<file path="src/rtl/port_bus_pkg.sv">
// port_bus_pkg: shared widths, read-latency limit and FSM state encoding for the strobed port bus
package port_bus_pkg;
    localparam int ADDR_W_DEF   = 16;
    localparam int DATA_W_DEF   = 16;
    localparam int READ_LAT_MAX = 3;
    typedef enum logic [2:0] {IDLE, SETUP, STROBE, HOLD, WAIT, RESP} pb_state_t;
endpackage

</file>
<file path="src/rtl/port_bus_master.sv">
// port_bus_master: initiator of the 16-bit strobed port bus with setup/strobe/hold sequencing
// Ports: cmd_valid/cmd_ready/cmd_write/cmd_addr/cmd_wdata - single read/write command channel
//        rsp_valid/rsp_ready/rsp_rdata                   - read response channel
//        port_id/out_port/write_strobe/read_strobe/in_port - downstream port bus
//        busy - transaction in progress; reset_n - asynchronous active-low reset
module port_bus_master
    import port_bus_pkg::*;
#(
    parameter int ADDR_W   = ADDR_W_DEF,
    parameter int DATA_W   = DATA_W_DEF,
    parameter int READ_LAT = 1
) (
    input  logic              clk,
    input  logic              reset_n,
    input  logic              cmd_valid,
    output logic              cmd_ready,
    input  logic              cmd_write,
    input  logic [ADDR_W-1:0] cmd_addr,
    input  logic [DATA_W-1:0] cmd_wdata,
    output logic              rsp_valid,
    input  logic              rsp_ready,
    output logic [DATA_W-1:0] rsp_rdata,
    output logic [ADDR_W-1:0] port_id,
    output logic [DATA_W-1:0] out_port,
    output logic              write_strobe,
    output logic              read_strobe,
    input  logic [DATA_W-1:0] in_port,
    output logic              busy
);
    if (READ_LAT < 0 || READ_LAT > READ_LAT_MAX) begin : g_bad_read_lat
        $error("port_bus_master: READ_LAT %0d outside 0..%0d", READ_LAT, READ_LAT_MAX);
    end

    // Count value of the final WAIT cycle; unused when READ_LAT is 0
    localparam logic [1:0] LAST_WAIT = 2'((READ_LAT > 0) ? READ_LAT - 1 : 0);

    pb_state_t  state, state_nx;
    logic       wr;
    logic [1:0] cnt, cnt_nx;
    logic       accept, sample;

    assign accept       = cmd_valid & cmd_ready;
    assign busy         = (state != IDLE);
    assign rsp_valid    = (state == RESP);
    // Strobes decode straight from the state register so an async reset drops them at once
    assign write_strobe = (state == STROBE) &  wr;
    assign read_strobe  = (state == STROBE) & ~wr;

    always_comb begin
        state_nx = state;
        cnt_nx   = cnt;
        sample   = 1'b0;
        case (state)
            IDLE:   state_nx = accept ? SETUP : IDLE;
            SETUP:  state_nx = STROBE;
            STROBE: begin
                if (wr) begin
                    state_nx = HOLD;
                end else if (READ_LAT == 0) begin
                    sample   = 1'b1;
                    state_nx = RESP;
                end else begin
                    state_nx = WAIT;
                    cnt_nx   = 2'd0;
                end
            end
            HOLD:   state_nx = IDLE;
            WAIT: begin
                if (cnt == LAST_WAIT) begin
                    sample   = 1'b1;
                    state_nx = RESP;
                end else begin
                    cnt_nx = cnt + 2'd1;
                end
            end
            RESP:    state_nx = rsp_ready ? IDLE : RESP;
            default: state_nx = IDLE;
        endcase
    end

    always_ff @(posedge clk or negedge reset_n) begin
        if (!reset_n) begin
            state     <= IDLE;
            cnt       <= 2'd0;
            wr        <= 1'b0;
            cmd_ready <= 1'b0;
            port_id   <= '0;
            out_port  <= '0;
            rsp_rdata <= '0;
        end else begin
            state     <= state_nx;
            cnt       <= cnt_nx;
            // Registered ready: high exactly when the next state is IDLE
            cmd_ready <= (state_nx == IDLE);
            if (accept) begin
                wr      <= cmd_write;
                port_id <= cmd_addr;
                if (cmd_write) out_port <= cmd_wdata;
            end
            if (sample) rsp_rdata <= in_port;
        end
    end
endmodule

</file>
<file path="config.mk">
export PLATFORM = sky130hd
export DESIGN_NAME = port_bus_master
export DESIGN_NICKNAME = d
export VERILOG_FILES = /design/src/rtl/port_bus_pkg.sv /design/src/rtl/port_bus_master.sv
export SDC_FILE = /design/constraint.sdc
export NUM_CORES = 1
export LEC_CHECK = 0
export BUFFER_PORTS_ARGS = -buffer_cell sky130_fd_sc_hd__buf_4
export CORE_UTILIZATION = 38
export DETAILED_ROUTE_END_ITERATION = 10
export PLACE_DENSITY = 0.79
export SKIP_LAST_GASP = 1
export SYNTH_ARGS = -nofsm -noshare
export SYNTH_HDL_FRONTEND = slang
export SYNTH_SLANG_ARGS = --single-unit
</file>
<file path="constraint.sdc">
create_clock -name clk -period 2.1 [get_ports clk]
set_input_delay 0.525 -clock clk [delete_from_list [all_inputs] [get_ports clk]]
set_output_delay 0.525 -clock clk [all_outputs]
set_load 0.005 [all_outputs]
</file>
==> After elaboration in Yosys (flattened, before gate mapping) <==
Cells that the tools add are included.
{ "totals": {"register_bits": 55, "inputBits": 53, "output_inout_bits": 53, "word_cells": 35} }
{ "op_classes": {"addsub": 1, "n_eq_ne": 6, "mux": 10, "n_bitwise": 4, "reduce_logical": 7} }
{ "ops": {"columns": ["cell", "n"], "rows": [
  ["one-hot mux 3 bit (5 select lines)", 1],
  ["two-way mux 3 bit", 3],
  ["== test 3 bit (second input constant)", 2],
  ["logical NOT 3 bit", 2],
  ["two-way mux 2 bit", 2],
  ["inequality test 2 bit (second input constant)", 2],
  ["one-hot mux 2 bit (2 select lines)", 1],
  ["AND 1 bit", 3],
  ["== test 3 x 1 -> 1 bit (second input constant)", 1],
  ["== test 3 x 2 -> 1 bit (second input constant)", 1],
  ["two-way mux 1 bit", 3],
  ["AND reduction 3 bit", 1],
  ["nonzero test 3 bit", 1],
  ["adder 2 x 1 -> 2 bit (second input constant)", 1],
  ["logical NOT 2 bit", 1],
  ["AND reduction 2 bit", 1],
  ["nonzero test 2 bit", 1],
  ["NOT 1 bit", 1]
]} }

==> Logic depth before layout (Yosys ltp) <==
Gate-level depths: netlist of the first run.
{ "logic_depth": {"word_depth": 4, "ltp_mapped": 6, "depth_no_buf": 5} }

==> Worst setup path after synthesis of the first run <==
Ideal clock, no wire load.
{ "synth_timing": {"kind": "reg-to-reg", "start": "register cnt[0]", "end": "register rsp_rdata[10]", "setup_time_ns": 0.125, "arrival_ns": 1.460, "t_required_ns": 1.975, "slack_ns": 0.515, "path_stages_with_launch": 7, "path_buffers": 1, "period_less_slack_ns": 1.585, "path_cell_list": "dfrtp_1 -> inv_1 -> ha_1 -> nand2_4 -> nor3_4 -> buf_12 -> mux2_4"} }
{ "synth_between": {"elab_chain_cells": 3} }
{ "synth_rtl": {"columns": ["element", "line", "rtl"], "rows": [
  ["start, declared", "port_bus_master.sv:39", "logic [1:0] cnt, cnt_nx;"],
  ["start signal, assigned", "port_bus_master.sv:92", "cnt <= cnt_nx;"],
  ["logical NOT 2 bit", "port_bus_master.sv:69", "if (cnt == LAST_WAIT) begin"],
  ["two-way mux 1 bit", "port_bus_master.sv:69", null],
  ["two-way mux 1 bit", "port_bus_master.sv:53", "case (state)"],
  ["end signal, assigned", "port_bus_master.sv:100", "if (sample) rsp_rdata <= in_port;"],
  ["end, declared", "port_bus_master.sv:22", "output logic [DATA_W-1:0] rsp_rdata,"]
]} }
Every way passes these cells.
A chain may end at the register's enable or synchronous reset.

==> Worst setup path in the final report of the first run <==
{ "layout_timing": {"start": "register state[2]", "end": "output busy"} }
{ "layout_between": {"elab_chain_cells": 1} }
{ "layout_rtl": {"columns": ["element", "line", "rtl"], "rows": [
  ["start, declared", "port_bus_master.sv:37", "pb_state_t state, state_nx;"],
  ["start signal, assigned", "port_bus_master.sv:91", "state <= state_nx;"],
  ["nonzero test 3 bit", "port_bus_master.sv:43", "assign busy = (state != IDLE);"],
  ["end, declared", "port_bus_master.sv:28", "output logic busy"]
]} }
Every way passes these cells.

==> summary.txt, run 1 <==
Placement
  • Place WS: 0.356 ns
  • Post-detail-place hpwl: 3.43 mm
  • Port-buffer cells: 105
  • RePlAce Congestion: 0.763

Clock network
  • Num CTS Buffers: 5
  • Clock sink count: 55
  • H-tree depth: 2
  • Clock Tree Buf Depth: 2
  • CTS root buffer: clkbuf_8
  • Worst skew pair latency: 0.31 ns
  • CTS tree: yes
  • # hold bufs at CTS: 0
  • Worst-path clk slew: 0.09 ns

Critical path
  • CP Data Arrival Time: 1.48 ns
  • WS Path Type: flip-flop to output pin
  • Worst reg-to-reg path cell count: 4
  • CP max stage cell: dfrtp_1
  • CP Data Required Time: 1.57 ns
  • Worst-path maximum fanout: 19
  • Reg-to-reg setup timing slack: 0.38 ns
  • Worst-path cell chain: or3_1, buf_4
  • FF-to-FF End: rsp_rdata[2]
  • Crit-path leading delay family: flip-flops
  • CP max stage delay: 0.61 ns
  • Reg-to-Reg Start: state[2]
  • Crit path buffers/inverters: 1
  • Startpoint Class: flip-flop
  • Critical path endpoint category: output pin

Layout
  • Post-layout util: 0.568
  • Layout fillers: 493
  • Area of the multi-input gates: 820 um2
  • Register Area: 1380 um2
  • Area delta synth->final: 40.7%
  • Fin nets: 308
  • Layout cells sized above 1: 0.663
  • Antenna cell count: 0

Drt
  • ANT nets after route: 0
  • First DRT Iteration DRCs: 35
  • Vias per Instance: 4.93
  • DRC violation count after routing: 0
  • DR vias: 1,613
  • Final WL: 4.78 mm
  • DRT Pass-1 Iters: 4
  • WL/cell: 14.6 um

Timing
  • Total negative slack: 0 ns
  • Endpoints failing setup: 0
  • Rel. slew slack: 0.539
  • Final min period: 2.01 ns
  • Fin crit share: 0.955
  • Maximum clock rate: 0.498 GHz
  • Fin. Hold Viols: 0
  • Layout Skew: 0.00732 ns
  • Worst-Margin Slew: 0.692 ns
  • Hold slack: 0.257 ns
  • Final worst slack: 0.0939 ns
  • RSZ-0062 raised after global routing: no
  • Slew Limit Fails: 0

Synth
  • Cells after Synth: 148
  • Syn_nets: 202
  • FF+latch count, synth: 55
  • Netlist Area Pre-Place: 2260 um2
  • Average size of a mapped cell: 15.3 um2
  • Post-synth EDFFs: 0
  • Top FF cell, synth: dfrtp_1
  • Yosys cell types: 33
  • Synth warn: 0
  • Ys async rst share: 1.00
  • Sequential element share of the synthesized area: 0.608

Pwr
  • Leakage dissipation: 1.54 nW
  • Worst vdd ir: 0.643 mV
  • PD cells: 1360 nW/um2

Global route
  • Total grt overflow: 0
  • Initial antenna violation count: 0
  • Largest net degree at the start of global routing: 56
  • GRT Util Overall: 0.157
  • Vias in the first global route: 1,593
  • First-pass GRT wire length: 7.41 mm

Floorplan
  • I/O Pins: 106
  • Die Area: 6270 um2
  • Initial Utilization: 0.403
  • Core area: 5610 um2
  • Die width: 79.2 um
  • Die span in y: 79.2 um
  • FP Rows: 27

Worst hold path
  • Hold/Removal Path Class: primary input to async pin

Status
  • Status: finished, final reports clean

Run
  • Max Cap Viol: 0
timing repair:
action / 4_1_cts / 5_1_grt
endpoints found under the hold margin: 0 / 0
setup buffers: 0 / 0
endpoints found under the setup margin: 1 / 1
resized for setup: 1 / 1
metal layers:
metal | GRT usage | vias up | routed length [um]
met5 | 0 | - | 0
met4 | 0.0727 | 0 | 95
met3 | 0.0322 | 12 | 324
met2 | 0.277 | 73 | 2480
met1 | 0.182 | 797 | 1870
li1 | - | 731 | -
cell type report:
type | instances | area share
flip-flops and latches | 55 | 0.433
multi-input cells | 83 | 0.257
repair buffers | 106 | 0.250
well taps | 72 | 0.0283
clock buffers | 5 | 0.0216
clock inverters | 3 | 0.00629
inverters | 3 | 0.00354
sequential cells by signal, summed over array words and instances (netlist names):
name       cells
out_port      16
rsp_rdata     16
cmd_ready      1
state          3
wr             1
port_id       16
cnt            2
cell families after synthesis:
logic type / synth area share
multiplexers: 0.256
flip-flops: 0.608
AO/OA/AOI/OAI: 0.0365
adder cells (fa/ha/maj): 0.00553
buffers and inverters: 0.0321
AND/OR/NAND/NOR: 0.0620
per-stage QoR:
stage	instances	total power [mW]	cell area, um2
floorplan	148	2.79	2260
finish	327	4.33	3180
global placement	319	3.71	3090
detailed placement	319	3.80	3090
CTS	327	4.38	3180
global route	327	4.60	3180
cell usage in the layout (no fill, tap or decap), types with 2 or more instances in the layout:
| master | instances |
|---|---|
| dfrtp_1 | 54 |
| o21ai_0 | 2 |
| nand3_1 | 2 |
| buf_4 | 106 |
| mux2_4 | 10 |
| clkbuf_8 | 5 |
| and3_1 | 2 |
| nand2_1 | 4 |
| nor2_1 | 3 |
| mux2_2 | 38 |
| clkinvlp_4 | 2 |
| inv_1 | 3 |
| a21oi_1 | 3 |
Yosys cell counts, types with 2 or more instances:
library cell	n	area share
mux2_4	10	0.066
a21oi_1	3	0.0066
inv_1	3	0.0050
nand3_1	2	0.0044
mux2_2	38	0.19
and3_1	2	0.0055
o21ai_0	2	0.0044
buf_2	3	0.0066
dfrtp_1	55	0.61
buf_6	2	0.010
nand2_1	4	0.0066
nor2_1	3	0.0050
worst max path at each step:
| stage | startpoint | to | slack, ns | cells past startpoint |
|---|---|---|---|---|
| detailed placement | state[1] | read_strobe | 0.36 | 3 |
| global route | state[2] | busy | 0.04 | 2 |
| CTS | state[2] | read_strobe | 0.06 | 2 |
| floorplan | cnt[0] | rsp_rdata[10] | 0.51 | 6 |
| global placement | state[1] | read_strobe | 0.40 | 3 |
| finish | state[2] | busy | 0.09 | 2 |
where the power goes:
group	switching (mW)	internal, mW	total (mW)
Combinational	0.582	1.23	1.81
Clock	0.339	0.233	0.572
Sequential	0.368	1.57	1.94
Total	1.29	3.04	4.33
No activity file was read; power rests on OpenSTA's default activity.
==> inputs of run 2 (changes only) <==
--- a/config.mk
+++ b/config.mk
@@ -10,5 +10,4 @@
 export DETAILED_ROUTE_END_ITERATION = 10
 export PLACE_DENSITY = 0.79
-export SKIP_LAST_GASP = 1
 export SYNTH_ARGS = -nofsm -noshare
 export SYNTH_HDL_FRONTEND = slang
==> constraint.sdc (replaced) <==
create_clock -name clk -period 2.1 [get_ports clk]
set_input_delay 0.105 -clock clk [delete_from_list [all_inputs] [get_ports clk]]
set_output_delay 0.105 -clock clk [all_outputs]
set_load 0.005 [all_outputs]
==> run 2 against run 1 <==
Effect of this change: maximum frequency increased by 20%; critical path depth increased by 1; clock skew decreased by 0.0014 ns; sequential share of layout area decreased by 0.36 points; final area increased by 0.75%; setup slack improved by 0.34 ns; via count decreased by 2.2%; die area unchanged; core utilization increased by 0.42 points; cell count increased by 0.31%; total power increased by 1.7%; first-iteration DRC count increased by 2.9%; critical endpoint is now read_strobe.
==> summary.txt, run 2 (synthesis results as in run 1) <==
Layout
  • Commonest non-fill, non-tap cell in the layout: buf_4
  • Top Registers: out_port x16, port_id x16, rsp_rdata x16
  • Antenna cell count: 0
  • Register Area: 1380 um2
  • Commonest non-fill, non-tap cells in the layout: 107 x buf_4, 55 x dfrtp_1, 38 x mux2_2
  • Area delta synth->final: 41.8%
  • Area of the multi-input gates: 813 um2
  • Post-route design area: 3210 um2
  • Post-layout util: 0.572
  • Fin nets: 310
  • Layout cells sized above 1: 0.648
  • Layout fillers: 506
  • Non-Filler Instances: 328

Clock network
  • Clock sink count: 55
  • Worst-path clk slew: 0.09 ns
  • Num CTS Buffers: 5
  • H-tree depth: 2
  • Worst skew pair latency: 0.29 ns
  • Clock Tree Buf Depth: 2
  • CTS root buffer: clkbuf_8
  • CTS tree: yes

Critical path
  • CP max stage delay: 0.54 ns
  • Worst-path cell chain: inv_1, nor4_1, buf_4
  • Worst-path maximum fanout: 9
  • CP Data Arrival Time: 1.56 ns
  • CP max stage cell: dfrtp_1
  • CP Data Required Time: 2.00 ns
  • Startpoint Class: flip-flop
  • Critical path endpoint category: output pin
  • WS Path Type: flip-flop to output pin

Timing
  • Final worst slack: 0.434 ns
  • Slew Limit Fails: 0
  • Maximum clock rate: 0.600 GHz
  • Rel. slew slack: 0.561
  • Worst-Margin Slew: 0.658 ns
  • Fin crit share: 0.793
  • RSZ-0062 raised after global routing: no
  • Layout Skew: 0.00594 ns
  • Endpoints failing setup: 0
  • Final min period: 1.67 ns
  • Fin. Hold Viols: 0
  • Total negative slack: 0 ns

Pwr
  • Switching Fraction: 0.282
  • Clock Power Share: 0.148
  • Int Power: 3.16 mW
  • Comb power frac: 0.417
  • Sequential share of power: 0.435
  • PD cells: 1370 nW/um2
  • Psw: 1.24 mW
  • Worst vdd ir: 0.573 mV
  • Leakage dissipation: 1.56 nW

Global route
  • GRT Util Overall: 0.153
  • First-pass GRT wire length: 7.31 mm
  • Largest net degree at the start of global routing: 56
  • Total grt overflow: 0
  • Vias in the first global route: 1,578
  • Initial antenna violation count: 0

Drt
  • Vias per Instance: 4.81
  • Final WL: 4.60 mm
  • First DRT Iteration DRCs: 36
  • DR vias: 1,578
  • WL/cell: 14.0 um
  • DRC violation count after routing: 0
  • ANT nets after route: 0
  • DRT Pass-1 Iters: 4

Floorplan
  • Die Area: 6270 um2
  • FP Rows: 27
  • Core area: 5610 um2
  • Initial Utilization: 0.403
  • Die width: 79.2 um
  • Die span in y: 79.2 um
  • I/O Pins: 106

Placement
  • RePlAce Congestion: 0.763
  • Post-detail-place hpwl: 3.37 mm
  • Place WS: 0.453 ns
  • Port-buffer cells: 105
  • Placed cells: 320
  • Area after DPL: 3090 um2

Run
  • Max Cap Viol: 0

Status
  • Status: finished, final reports clean

Worst hold path
  • Hold/Removal Path Class: primary input to flip-flop
[run 2: cell type report]
| cell class | count | area share |
|---|---|---|
| Timing Repair Buffer | 108 | 0.254 |
| Sequential cell | 55 | 0.429 |
| Clock inverter | 1 | 0.00936 |
| Clock buffer | 6 | 0.0226 |
| Inverter | 3 | 0.00351 |
| Multi-Input combinational cell | 83 | 0.254 |
| Tap cell | 72 | 0.0281 |
[run 2: critical path, delay by kind of cell, from the launching register on]
family / cells / cell delay [ns]
DFF: 1 / 0.54
and+or+nand+nor: 1 / 0.39
buffers and inverters: 2 / 0.33
[run 2: path summary, 6_finish.rpt]
| path | from | endpoint | slack (ns) | cells past startpoint |
|---|---|---|---|---|
| hold / removal | in_port[11] | rsp_rdata[11] | 0.03 | 2 |
| setup reg to reg | cnt[0] | rsp_rdata[0] | 0.45 | 6 |
| setup / recovery | state[1] | read_strobe | 0.43 | 3 |
| max in group asynchronous | reset_n | port_id[2] | 1.28 | 2 |
| min in group asynchronous | reset_n | out_port[13] | 0.39 | 2 |
| hold reg to reg | rsp_rdata[2] | rsp_rdata[2] | 0.51 | 1 |
[run 2: per-layer routing]
layer | track usage | wire, um
met1 | 0.183 | 1910
met2 | 0.272 | 2360
met3 | 0.0391 | 303
met4 | 0.0418 | 28
met5 | 0 | 0
[run 2: timing repair]
action,in CTS,in global routing
endpoints found under the hold margin,55,0
resized for setup,0,0
hold buffers,1,0
setup buffers,0,0
[run 2: metrics by stage]
stage,power (mW),hold WS (ns)
after CTS,4.47,0.0200
after floorplan,2.79,-0.191
after global placement,3.72,0.197
after detailed placement,3.80,0.194
after global routing,4.70,0.0101
final,4.40,0.0328
[run 2: power by group through the flow]
stage / Clock, mW / Combinational, mW / Sequential [mW]
finish: 0.653 / 1.83 / 1.91
global route: 0.731 / 1.99 / 1.98
CTS: 0.686 / 1.87 / 1.91
detailed placement: 0 / 1.87 / 1.93
global placement: 0 / 1.80 / 1.91
floorplan: 0 / 0.893 / 1.90
